===== config.mk =====
export PLATFORM = sky130hd
export DESIGN_NAME = seq_arbiter
export DESIGN_NICKNAME = d
export VERILOG_FILES = /design/src/rtl/seq_arb_pkg.sv /design/src/rtl/rr_arbiter.sv /design/src/rtl/seq_arbiter.sv
export SDC_FILE = /design/constraint.sdc
export NUM_CORES = 1
export LEC_CHECK = 0
export CAP_MARGIN = 20
export CORE_ASPECT_RATIO = 0.5
export CORE_MARGIN = 10
export CORE_UTILIZATION = 40
export CTS_BUF_LIST = sky130_fd_sc_hd__clkbuf_16
export DETAILED_ROUTE_END_ITERATION = 6
export PLACE_DENSITY = 0.84
export SYNTH_ARGS = -nofsm -noshare
export SYNTH_HDL_FRONTEND = slang
export SYNTH_HIERARCHICAL = 1
export SYNTH_SLANG_ARGS = --single-unit

===== constraint.sdc =====
create_clock -name clk -period 2.7 [get_ports clk]
set_input_delay 0.54 -clock clk [delete_from_list [all_inputs] [get_ports clk]]
set_output_delay 0.54 -clock clk [all_outputs]
set_load 0.01 [all_outputs]

===== src/rtl/seq_arb_pkg.sv =====
// Shared types and flag positions for the sequential-datapath arbiter.
// The arbiter RTL and its testbench both use this package.
package seq_arb_pkg;

  typedef enum logic [2:0] {
    IDLE  = 3'd0,
    CLR   = 3'd1,
    WAIT2 = 3'd2,
    WAIT3 = 3'd3,
    FIN   = 3'd4,
    ABORT = 3'd5
  } arb_state_t;

  localparam int FLAG_SEL_BIT  = 2;
  localparam int FLAG_DONE_BIT = 3;

endpackage


===== src/rtl/rr_arbiter.sv =====
// Combinational round-robin pick: the winner is the first set req bit found
// by searching upward from ptr+1 and wrapping modulo N_REQ.
module rr_arbiter #(
  parameter int N_REQ = 4,
  parameter int IW    = $clog2(N_REQ)
) (
  input  logic [N_REQ-1:0] req,
  input  logic [IW-1:0]    ptr,
  output logic [N_REQ-1:0] gnt,
  output logic [IW-1:0]    idx,
  output logic             valid
);

  always_comb begin
    gnt   = '0;
    idx   = '0;
    valid = 1'b0;
    // Offset 1..N_REQ puts ptr itself last, so the most recent owner has the lowest priority.
    for (int i = 1; i <= N_REQ; i++) begin
      if (!valid && req[(int'(ptr) + i) % N_REQ]) begin
        valid = 1'b1;
        idx   = IW'((int'(ptr) + i) % N_REQ);
      end
    end
    if (valid) gnt[idx] = 1'b1;
  end

endmodule


===== src/rtl/seq_arbiter.sv =====
// Shares one sequential datapath between N_REQ requesters. Each job clears the
// datapath, waits for flag 2 (pulsing select), then waits for flag 3, guarded by a watchdog.
module seq_arbiter
  import seq_arb_pkg::*;
#(
  parameter int N_REQ   = 4,
  parameter int DW      = 16,
  parameter int TIMEOUT = 255
) (
  input  logic              clk,
  input  logic              reset,
  input  logic [N_REQ-1:0]  req,
  input  logic [N_REQ*DW-1:0] d_in,
  output logic [N_REQ-1:0]  grant,
  output logic [N_REQ-1:0]  done,
  output logic [N_REQ-1:0]  err,
  output logic              dp_reset,
  output logic              dp_select,
  output logic [DW-1:0]     dp_d,
  input  logic [DW-1:0]     dp_out
);

  localparam int IW = $clog2(N_REQ);
  localparam int WW = $clog2(TIMEOUT + 1);
  localparam logic [WW-1:0] WDOG_LAST = WW'(TIMEOUT - 1);

  arb_state_t           state_q, state_d;
  logic [N_REQ-1:0]     grant_q, grant_d;
  logic [DW-1:0]        dp_d_q, dp_d_d;
  logic [IW-1:0]        ptr_q, ptr_d;
  logic [IW-1:0]        own_q, own_d;
  logic [WW-1:0]        wdog_q, wdog_d;

  logic [N_REQ-1:0]         arb_gnt;
  logic [IW-1:0]            arb_idx;
  logic                     arb_valid;
  logic [N_REQ-1:0][DW-1:0] d_vec;
  logic                     flag_sel, flag_done;
  logic                     dp_out_unused;

  assign d_vec         = d_in;
  assign flag_sel      = dp_out[FLAG_SEL_BIT];
  assign flag_done     = dp_out[FLAG_DONE_BIT];
  assign dp_out_unused = ^dp_out;

  rr_arbiter #(.N_REQ(N_REQ), .IW(IW)) u_rr (
    .req   (req),
    .ptr   (ptr_q),
    .gnt   (arb_gnt),
    .idx   (arb_idx),
    .valid (arb_valid)
  );

  always_comb begin
    state_d = state_q;
    grant_d = grant_q;
    dp_d_d  = dp_d_q;
    ptr_d   = ptr_q;
    own_d   = own_q;
    wdog_d  = wdog_q;
    case (state_q)
      IDLE: begin
        if (arb_valid) begin
          grant_d = arb_gnt;
          own_d   = arb_idx;
          dp_d_d  = d_vec[arb_idx];
          state_d = CLR;
        end
      end
      CLR: begin
        wdog_d  = '0;
        state_d = WAIT2;
      end
      WAIT2: begin
        if (flag_sel) begin
          wdog_d  = '0;
          state_d = WAIT3;
        end else if (wdog_q == WDOG_LAST) begin
          state_d = ABORT;
        end else begin
          wdog_d = wdog_q + WW'(1);
        end
      end
      WAIT3: begin
        // Flag 3 is only honoured here, which enforces the 2-then-3 ordering.
        if (flag_done) begin
          state_d = FIN;
        end else if (wdog_q == WDOG_LAST) begin
          state_d = ABORT;
        end else begin
          wdog_d = wdog_q + WW'(1);
        end
      end
      FIN, ABORT: begin
        ptr_d   = own_q;
        grant_d = '0;
        state_d = IDLE;
      end
      default: state_d = IDLE;
    endcase
  end

  always_ff @(posedge clk or negedge reset) begin
    if (!reset) begin
      state_q <= IDLE;
      grant_q <= '0;
      dp_d_q  <= '0;
      ptr_q   <= IW'(N_REQ - 1);
      own_q   <= '0;
      wdog_q  <= '0;
    end else begin
      state_q <= state_d;
      grant_q <= grant_d;
      dp_d_q  <= dp_d_d;
      ptr_q   <= ptr_d;
      own_q   <= own_d;
      wdog_q  <= wdog_d;
    end
  end

  // Pulses come only from registered state, so an async reset kills them at once.
  always_comb begin
    grant     = grant_q;
    dp_d      = dp_d_q;
    dp_reset  = (state_q == CLR) || (state_q == ABORT);
    dp_select = (state_q == WAIT2) && flag_sel;
    done      = (state_q == FIN)   ? grant_q : '0;
    err       = (state_q == ABORT) ? grant_q : '0;
  end

endmodule


## After elaboration in Yosys (flattened, before gate mapping)

Cells that the tools add are included.

- Register bits: 35
- Output and inout port bits: 30
- Word-level logic and storage cells: 86

- $add $sub $neg: 5
- $lt $le $gt $ge: 6
- Equal/unequal tests: 8
- Mux-type cells: 37
- Bitwise operators: 4
- Reductions and logical operators: 20

Operators with widths:

| kind | number |
|---|---|
| binary-select mux 16 bit (select 2 bit) | 1 |
| two-way mux 8 bit | 3 |
| one-hot mux 8 bit (3 select lines) | 1 |
| less-than comparator 3 x 4 -> 1 bit (second input constant) | 4 |
| two-way mux 16 bit | 1 |
| two-way mux 1 bit | 13 |
| two-way mux 3 bit | 4 |
| two-way mux 4 bit | 3 |
| one-hot mux 3 bit (4 select lines) | 1 |
| OR reduction 2 bit | 5 |
| adder 8 x 1 -> 8 bit (second input constant) | 1 |
| binary-select mux 1 bit (select 2 bit) | 4 |
| == test 8 bit (second input constant) | 1 |
| two-way mux 2 bit | 4 |
| one-hot mux 4 bit (2 select lines) | 1 |
| == test 3 x 2 -> 1 bit (second input constant) | 2 |
| == test 3 bit (second input constant) | 2 |
| AND reduction 2 bit | 3 |
| logical AND 1 bit | 5 |
| adder 2 x 1 -> 2 bit (second input constant) | 2 |
| adder 2 bit (second input constant) | 2 |
| bitwise AND 1 bit (first input constant) | 4 |
| inequality test 2 bit (second input constant) | 2 |
| == test 3 x 1 -> 1 bit (second input constant) | 1 |
| 8 further kinds | 10 |

## Longest topological paths before layout

Gate-level depths: netlist (run 1).

- Word-level depth: 22
- Depth in mapped cells: 8
- Depth with buffers taken out: 6

## Modules after synthesis

Netlist (run 1), hierarchy kept.

Modules (own cells, without submodules):

| module | times used | cells each | area each (um2) |
|---|---|---|---|
| seq_arbiter | 1 | 159 | 2,053.2 |
| rr_arbiter | 1 | 34 | 222.7 |

## Least setup slack after synthesis (run 1)

OpenSTA, ideal clock, no wires.

- Path type: input -> register
- Start: input port req[0]
- End: register dp_d_q[15], in the netlist dp_d[15]
- Data arrival time: 2.214 ns
- Slack: 0.361 ns
- Stages: 8
- Buffers on the path: 3
- Path through: buf_6 and2b_1 a21oi_1 o221ai_1 buf_6 buf_4 mux4_2 mux2_2

- Cells in the longest elaborated chain, start to end: 15
- Elaborated cells between the ends (all ways): 29
- Those cells by class: mux (22); reduce/logical (7)

Ends and longest elaborated chain:

| element | line | text |
|---|---|---|
| start, declared | seq_arbiter.sv:12 | `input logic [N_REQ-1:0] req,` |
| binary-select mux 1 bit (select 2 bit) | rr_arbiter.sv:20 | `if (!valid && req[(int'(ptr) + i) % N_REQ]) begin` |
| two-way mux 1 bit (not written as such) (2 in a row) | rr_arbiter.sv:20 |  |
| two-way mux 1 bit | rr_arbiter.sv:20 |  |
| logical NOT 1 bit | rr_arbiter.sv:20 |  |
| logical AND 1 bit | rr_arbiter.sv:20 |  |
| two-way mux 1 bit | rr_arbiter.sv:20 |  |
| logical NOT 1 bit | rr_arbiter.sv:20 |  |
| logical AND 1 bit | rr_arbiter.sv:20 |  |
| two-way mux 1 bit | rr_arbiter.sv:20 |  |
| logical NOT 1 bit | rr_arbiter.sv:20 |  |
| logical AND 1 bit | rr_arbiter.sv:20 |  |
| two-way mux 2 bit (*) | rr_arbiter.sv:20 |  |
| via arb_idx[0] | seq_arbiter.sv:35 | `logic [IW-1:0] arb_idx;` |
| binary-select mux 16 bit (select 2 bit) (*) | seq_arbiter.sv:66 | `dp_d_d = d_vec[arb_idx];` |
| two-way mux 16 bit (not written as such) (*) | seq_arbiter.sv:66 |  |
| end signal, assigned | seq_arbiter.sv:114 | `dp_d_q <= dp_d_d;` |
| end, declared | seq_arbiter.sv:29 | `logic [DW-1:0] dp_d_q, dp_d_d;` |

The timed path passes the listed nets; every way through them passes the cells marked *. The select of a mux whose other input is x is not followed.
A chain may end at the register's enable or synchronous reset.

## Worst setup path after layout (run 1)

- Start: input port dp_out[2]
- End: output port dp_select

- Cells in the longest elaborated chain, start to end: 1

Ends and longest elaborated chain:

| element | line | text |
|---|---|---|
| start, declared | seq_arbiter.sv:20 | `input logic [DW-1:0] dp_out` |
| logical AND 1 bit | seq_arbiter.sv:126 | `dp_select = (state_q == WAIT2) && flag_sel;` |
| end, declared | seq_arbiter.sv:18 | `output logic dp_select,` |

Every way passes these cells.

==> run_results.csv, run 1 <==
group,metric,value,unit
status,status,"complete, no violations",
global_route,grt-ovfl-total,0,
yosys,ys.warnings.count,6,
global_route,grt_pass1_vias,2087,
sta,period_minus_slack,2420,ps
sta,skew,4.75,ps
layout,nets,381,
yosys,synthTopCellsByCount,"dfrtp_1, mux2_2, mux4_2",
yosys,synth_seq_cells,35,
yosys,synth_cell_types,50,
yosys,synthArstFlopShare,100,%
placed_design,dp.cells,359,
sta,rsz0062_at_grt,"false",
critical_path,end_kind,"output port",
global_route,antenna_found_initial,0,
critical_path,start_kind,"primary input",
clock_tree,clkLatencyLatePin,280,ps
yosys,synth_nets,281,
clock_tree,postCtsSetupRepairBufs,0,
drt,drtPass1Iterations,4,
layout,multi_input_area,1240,µm²
placed_design,gp_congestion,0.766,
yosys,syn-cell-area,2280,µm²
power,powerDensity,918,nW/µm²
drt,routedWlPerCell,17.2,µm
yosys,synth_top_area_share,36.3,%
critical_path,critPathArrivalTime,1880,ps
global_route,groute.usage.overall,13.7,%
yosys,synth_simple_gate_area_share,13.3,%
die,fp.dieH,73.3,µm
yosys,synthCells,193,
yosys,yosys.area_share.adder,1.10,%
clock_tree,h-tree-depth,2,
yosys,synth.avg_cell_area,11.8,µm²
placed_design,dpl.hpwl,5.14,mm
global_route,grt_max_degree,36,
layout,regArea,878,µm²
flow_run,maxCapViolations,0,
layout,drive_gt1_share,22.1,%
clock_tree,cts_sinks,35,
drt,detail-route-antenna-nets,0,
drt,finalWirelength,6.30,mm
sta,tightest_slew,624,ps
yosys,synth-seq-area-share,38.6,%
die,coreArea,5490,µm²
sta,whs,482,ps
clock_tree,cts-root-buf,"clkbuf_16",
clock_tree,cts_buffers,5,
yosys,synth_most_common_cell,"dfrtp_1",
sta,final_max_slew_viol_count,0,
yosys,synth_xor_area_share,0,%
critical_path,worstPathRequired,2160,ps
drt,drc,0,
yosys,yosysTopAreaCell,"dfrtp_1",
sta,fmax,414,MHz
clock_tree,clock_path_buffers,2,
drt,vias_per_cell,5.34,
clock_tree,post_cts_resized,0,
die,io_pins,116,
sta,post-route-period-util,89.5,%
drt,vias,1960,
sta,hold_violations,0,
power,p_leak,0.00142,µW
yosys,synthMuxAreaShare,26.2,%
die,dieArea,9290,µm²
worst_hold_path,min_path_type,"reg -> reg",
critical_path,critPathMaxFanout,3,
placed_design,port_buffers,101,
clock_tree,tritoncts,"done",
drt,first_iter_violations,114,
global_route,grt_pass1_wl,10.2,mm
power,ir_drop,0.505,mV
yosys,synth.top_cells.by_area,"dfrtp_1, mux4_2, mux2_2, buf_6, and3_1",
die,start_util,41.4,%
critical_path,path_class,"in -> out",
layout,antenna_cells,0,
die,rows,19,
sta,setup_tns,0,ps
yosys,ys.flop_type,"dfrtp_1",
layout,fillers,407,
layout,area.growth.synth_to_final,53.3,%
layout,final_cells,367,
yosys,synth_top_family_by_area,"multiplexers",
yosys,synth_edf_count,0,
clock_tree,clk_pin_slew,50,ps
clock_tree,cts_hold_buf,0,
sta,setup_viol,0,
die,die_w,127,µm
yosys,synth_compound_area_share,13.6,%
sta,relSlewSlack,58.3,%
==> registers in the layout, summed over array words and instances, names as in the netlist <==
signal   cells
ptr_q        2
wdog_q       8
dp_d        16
state_q      3
grant        4
own_q        2
==> cell type report <==
cell class	count	share of cell area (%)
multi-input cells	136	35.7
repair buffers	109	31.8
flip-flops and latches	35	25.2
clock buffers	5	3.59
well taps	73	2.62
inverters	6	0.789
clock inverters	3	0.359
==> through the flow <==
stage	util (%)	instance area [µm²]	power (µW)	worst slack (ps)
CTS	63.5	3490	3240	249
detailed placement	61.0	3350	2690	70.2
floorplan	-	2280	2050	361
global route	63.5	3490	3420	196
global placement	61.0	3350	2630	102
finish	63.5	3490	3200	284
==> cell usage in the layout, fill, tap and decap left out, drive strengths merged, types with 3 or more instances in the layout <==
master / n
nand3: 3
a22o: 4
inv: 8
mux2: 21
clkdlybuf4s50: 101
nand2: 14
buf: 8
and2b: 3
dfrtp: 33
mux4: 16
a21oi: 8
and3: 10
o21ai: 14
a211oi: 3
nor2: 8
clkbuf: 5
==> final timing paths <==
kind	endpoint	slack [ps]	cells past startpoint	start
min reg2reg	own_q[1]	480	1	own_q[1]
max	dp_select	280	3	dp_out[2]
max reg2reg	dp_d[6]	490	6	ptr_q[1]
min in group asynchronous	dp_d[0]	670	2	reset
min	own_q[1]	480	1	own_q[1]
max in group asynchronous	ptr_q[0]	1680	2	reset
==> power breakdown <==
part           internal, µW  leakage [µW]  total (µW)  switching (µW)
sequential              763      0.000429         993             230
combinational          1010      0.000916        1670             656
clock                   333     0.0000762         539             207
total                  2110       0.00142        3200            1090
==> logic make-up after synthesis <==
group	Yosys count
buffers and inverters	22
adders and majority gates	2
muxes	37
AOI/OAI and AO/OA	45
DFF	35
and+or+nand+nor	52
==> critical path, cell delays in order <==
cell	delay [ps]
clkdlybuf4s50_1	480
nor4b_1	250
clkdlybuf4s50_1	600
==> routing by layer <==
metal / routed length, µm / up-vias / global-route usage, %
li1: - / 934 / -
met1: 2200 / 964 / 12.2
met2: 3610 / 48 / 27.7
met3: 332 / 14 / 4.31
met4: 160 / 0 / 6.90
met5: 0 / - / 0
No activity file was read; power rests on OpenSTA's default activity.
==> run 2: changes to the inputs <==
--- a/config.mk
+++ b/config.mk
@@ -11,6 +11,7 @@
 export CORE_UTILIZATION = 40
 export CTS_BUF_LIST = sky130_fd_sc_hd__clkbuf_16
 export DETAILED_ROUTE_END_ITERATION = 6
+export MAX_ROUTING_LAYER = met4
 export PLACE_DENSITY = 0.84
 export SYNTH_ARGS = -nofsm -noshare
 export SYNTH_HDL_FRONTEND = slang
==> run_results.csv, run 2 (synthesis results as in run 1) <==
group,metric,value,unit
status,status,"complete, no violations",
clock_tree,postCtsSetupRepairBufs,0,
clock_tree,cts_hold_buf,0,
critical_path,critPathMaxFanout,3,
die,die_w,127,µm
sta,relSlewSlack,57.6,%
placed_design,dpl.hpwl,5.14,mm
power,pwr-share-clk,16.8,%
sta,fmax,414,MHz
die,fp.dieH,73.3,µm
clock_tree,clk_pin_slew,50,ps
critical_path,crit_top_cell,"clkdlybuf4s50_1",
critical_path,critical_path.cell_chain,"clkdlybuf4s50_1 -> nor4b_1 -> clkdlybuf4s50_1",
layout,multi_input_area,1240,µm²
power,ir_drop,0.503,mV
layout,nets,381,
power,p_leak,0.00142,µW
global_route,antenna_found_initial,0,
placed_design,gp_congestion,0.776,
power,p_sw_share,34.1,%
sta,hold_violations,0,
sta,rsz0062_at_grt,"false",
flow_run,maxCapViolations,0,
sta,tightest_slew,635,ps
power,intPower,2110,µW
layout,layout_commonest_cell,"clkdlybuf4s50_1",
critical_path,path_class,"in -> out",
layout,fillers,407,
sta,setup_viol,0,
die,start_util,41.4,%
drt,vias_per_cell,5.31,
critical_path,critPathSlowestCell,"clkdlybuf4s50_1",
clock_tree,clock_path_buffers,2,
drt,vias,1948,
clock_tree,tritoncts,"done",
drt,drc,0,
power,p_sw,1090,µW
critical_path,worstPathRequired,2160,ps
layout,area.growth.synth_to_final,53.3,%
clock_tree,clkLatencyLatePin,280,ps
sta,whs,482,ps
die,rows,19,
critical_path,end_kind,"output port",
worst_hold_path,min_path_type,"reg -> reg",
die,dieArea,9290,µm²
clock_tree,cts_buffers,5,
sta,final_max_slew_viol_count,0,
die,io_pins,116,
drt,finalWirelength,6.28,mm
clock_tree,cts-root-buf,"clkbuf_16",
drt,routedWlPerCell,17.1,µm
global_route,groute.usage.overall,14.1,%
global_route,grt_max_degree,36,
critical_path,critPathArrivalTime,1880,ps
layout,layout_common_cells,"clkdlybuf4s50_1, dfrtp_1, mux2_2",
global_route,grt-ovfl-total,0,
placed_design,port_buffers,101,
clock_tree,cts_sinks,35,
layout,drive_gt1_share,22.1,%
power,power_frac_comb,52.1,%
critical_path,start_kind,"primary input",
layout,largest_reg_flops,16,
clock_tree,h-tree-depth,2,
layout,antenna_cells,0,
critical_path,cp_slowest_stage_delay,600,ps
global_route,grt_pass1_vias,2099,
power,powerDensity,918,nW/µm²
global_route,grt_pass1_wl,10.1,mm
drt,detail-route-antenna-nets,0,
drt,drtPass1Iterations,4,
sta,skew,5.37,ps
sta,setup_tns,0,ps
drt,first_iter_violations,128,
sta,period_minus_slack,2420,ps
die,coreArea,5490,µm²
clock_tree,post_cts_resized,0,
layout,regArea,878,µm²
sta,post-route-period-util,89.5,%
power,p_seq_share,31.1,%
run 2: path summary, 6_finish.rpt:
check	depth (start not counted)	end	slack [ps]	start
setup / recovery	3	dp_select	280	dp_out[2]
hold / removal	1	own_q[1]	480	own_q[1]
setup reg to reg	6	dp_d[6]	500	ptr_q[1]
hold reg to reg	1	own_q[1]	480	own_q[1]
max in group asynchronous	2	ptr_q[0]	1680	reset
min in group asynchronous	2	dp_d[0]	670	reset
run 2: worst max-delay path, delay by kind of cell:
| kind | cells | cell delay (ps) |
|---|---|---|
| and+or+nand+nor | 1 | 250 |
| buffers and inverters | 2 | 1080 |
run 2: layer usage:
metal | global-route usage (%) | vias up | share of wire [%]
met1 | 13.1 | 955 | 37
li1 | - | 930 | -
met3 | 2.87 | 14 | 3.3
met4 | 6.90 | 0 | 2.5
met2 | 27.7 | 49 | 57
met5 | - | - | 0
run 2: through the flow:
step / utilization, % / power (µW) / instance area (µm²) / setup WS [ps] / instances
after floorplan: - / 2050 / 2280 / 361 / 193
after global placement: 61.0 / 2630 / 3350 / 102 / 359
after detailed placement: 61.0 / 2690 / 3350 / 70.2 / 359
after CTS: 63.5 / 3240 / 3490 / 249 / 367
after global routing: 63.5 / 3420 / 3490 / 196 / 367
final: 63.5 / 3200 / 3490 / 283 / 367
run 2: area by class of cell:
class	instances	area share (%)
Multi-Input combinational cell	136	35.7
Clock inverter	3	0.359
Clock buffer	5	3.59
Timing Repair Buffer	109	31.8
Inverter	6	0.789
Tap cell	73	2.62
Sequential cell	35	25.2
run 2: power by group through the flow:
stage	clock network [µW]	logic, µW	registers (µW)
after CTS	552	1700	993
after global placement	0	1650	982
after floorplan	0	1090	962
final	539	1670	994
after global routing	574	1810	1040
after detailed placement	0	1690	998
==> run 3: changes to the inputs <==
--- a/config.mk
+++ b/config.mk
@@ -5,7 +5,7 @@
 export SDC_FILE = /design/constraint.sdc
 export NUM_CORES = 1
 export LEC_CHECK = 0
-export CAP_MARGIN = 20
+export CAP_MARGIN = 10
 export CORE_ASPECT_RATIO = 0.5
 export CORE_MARGIN = 10
 export CORE_UTILIZATION = 40
==> results of run 3 <==
Same layout as run 2: the final DEF is identical, and so are final timing and power.
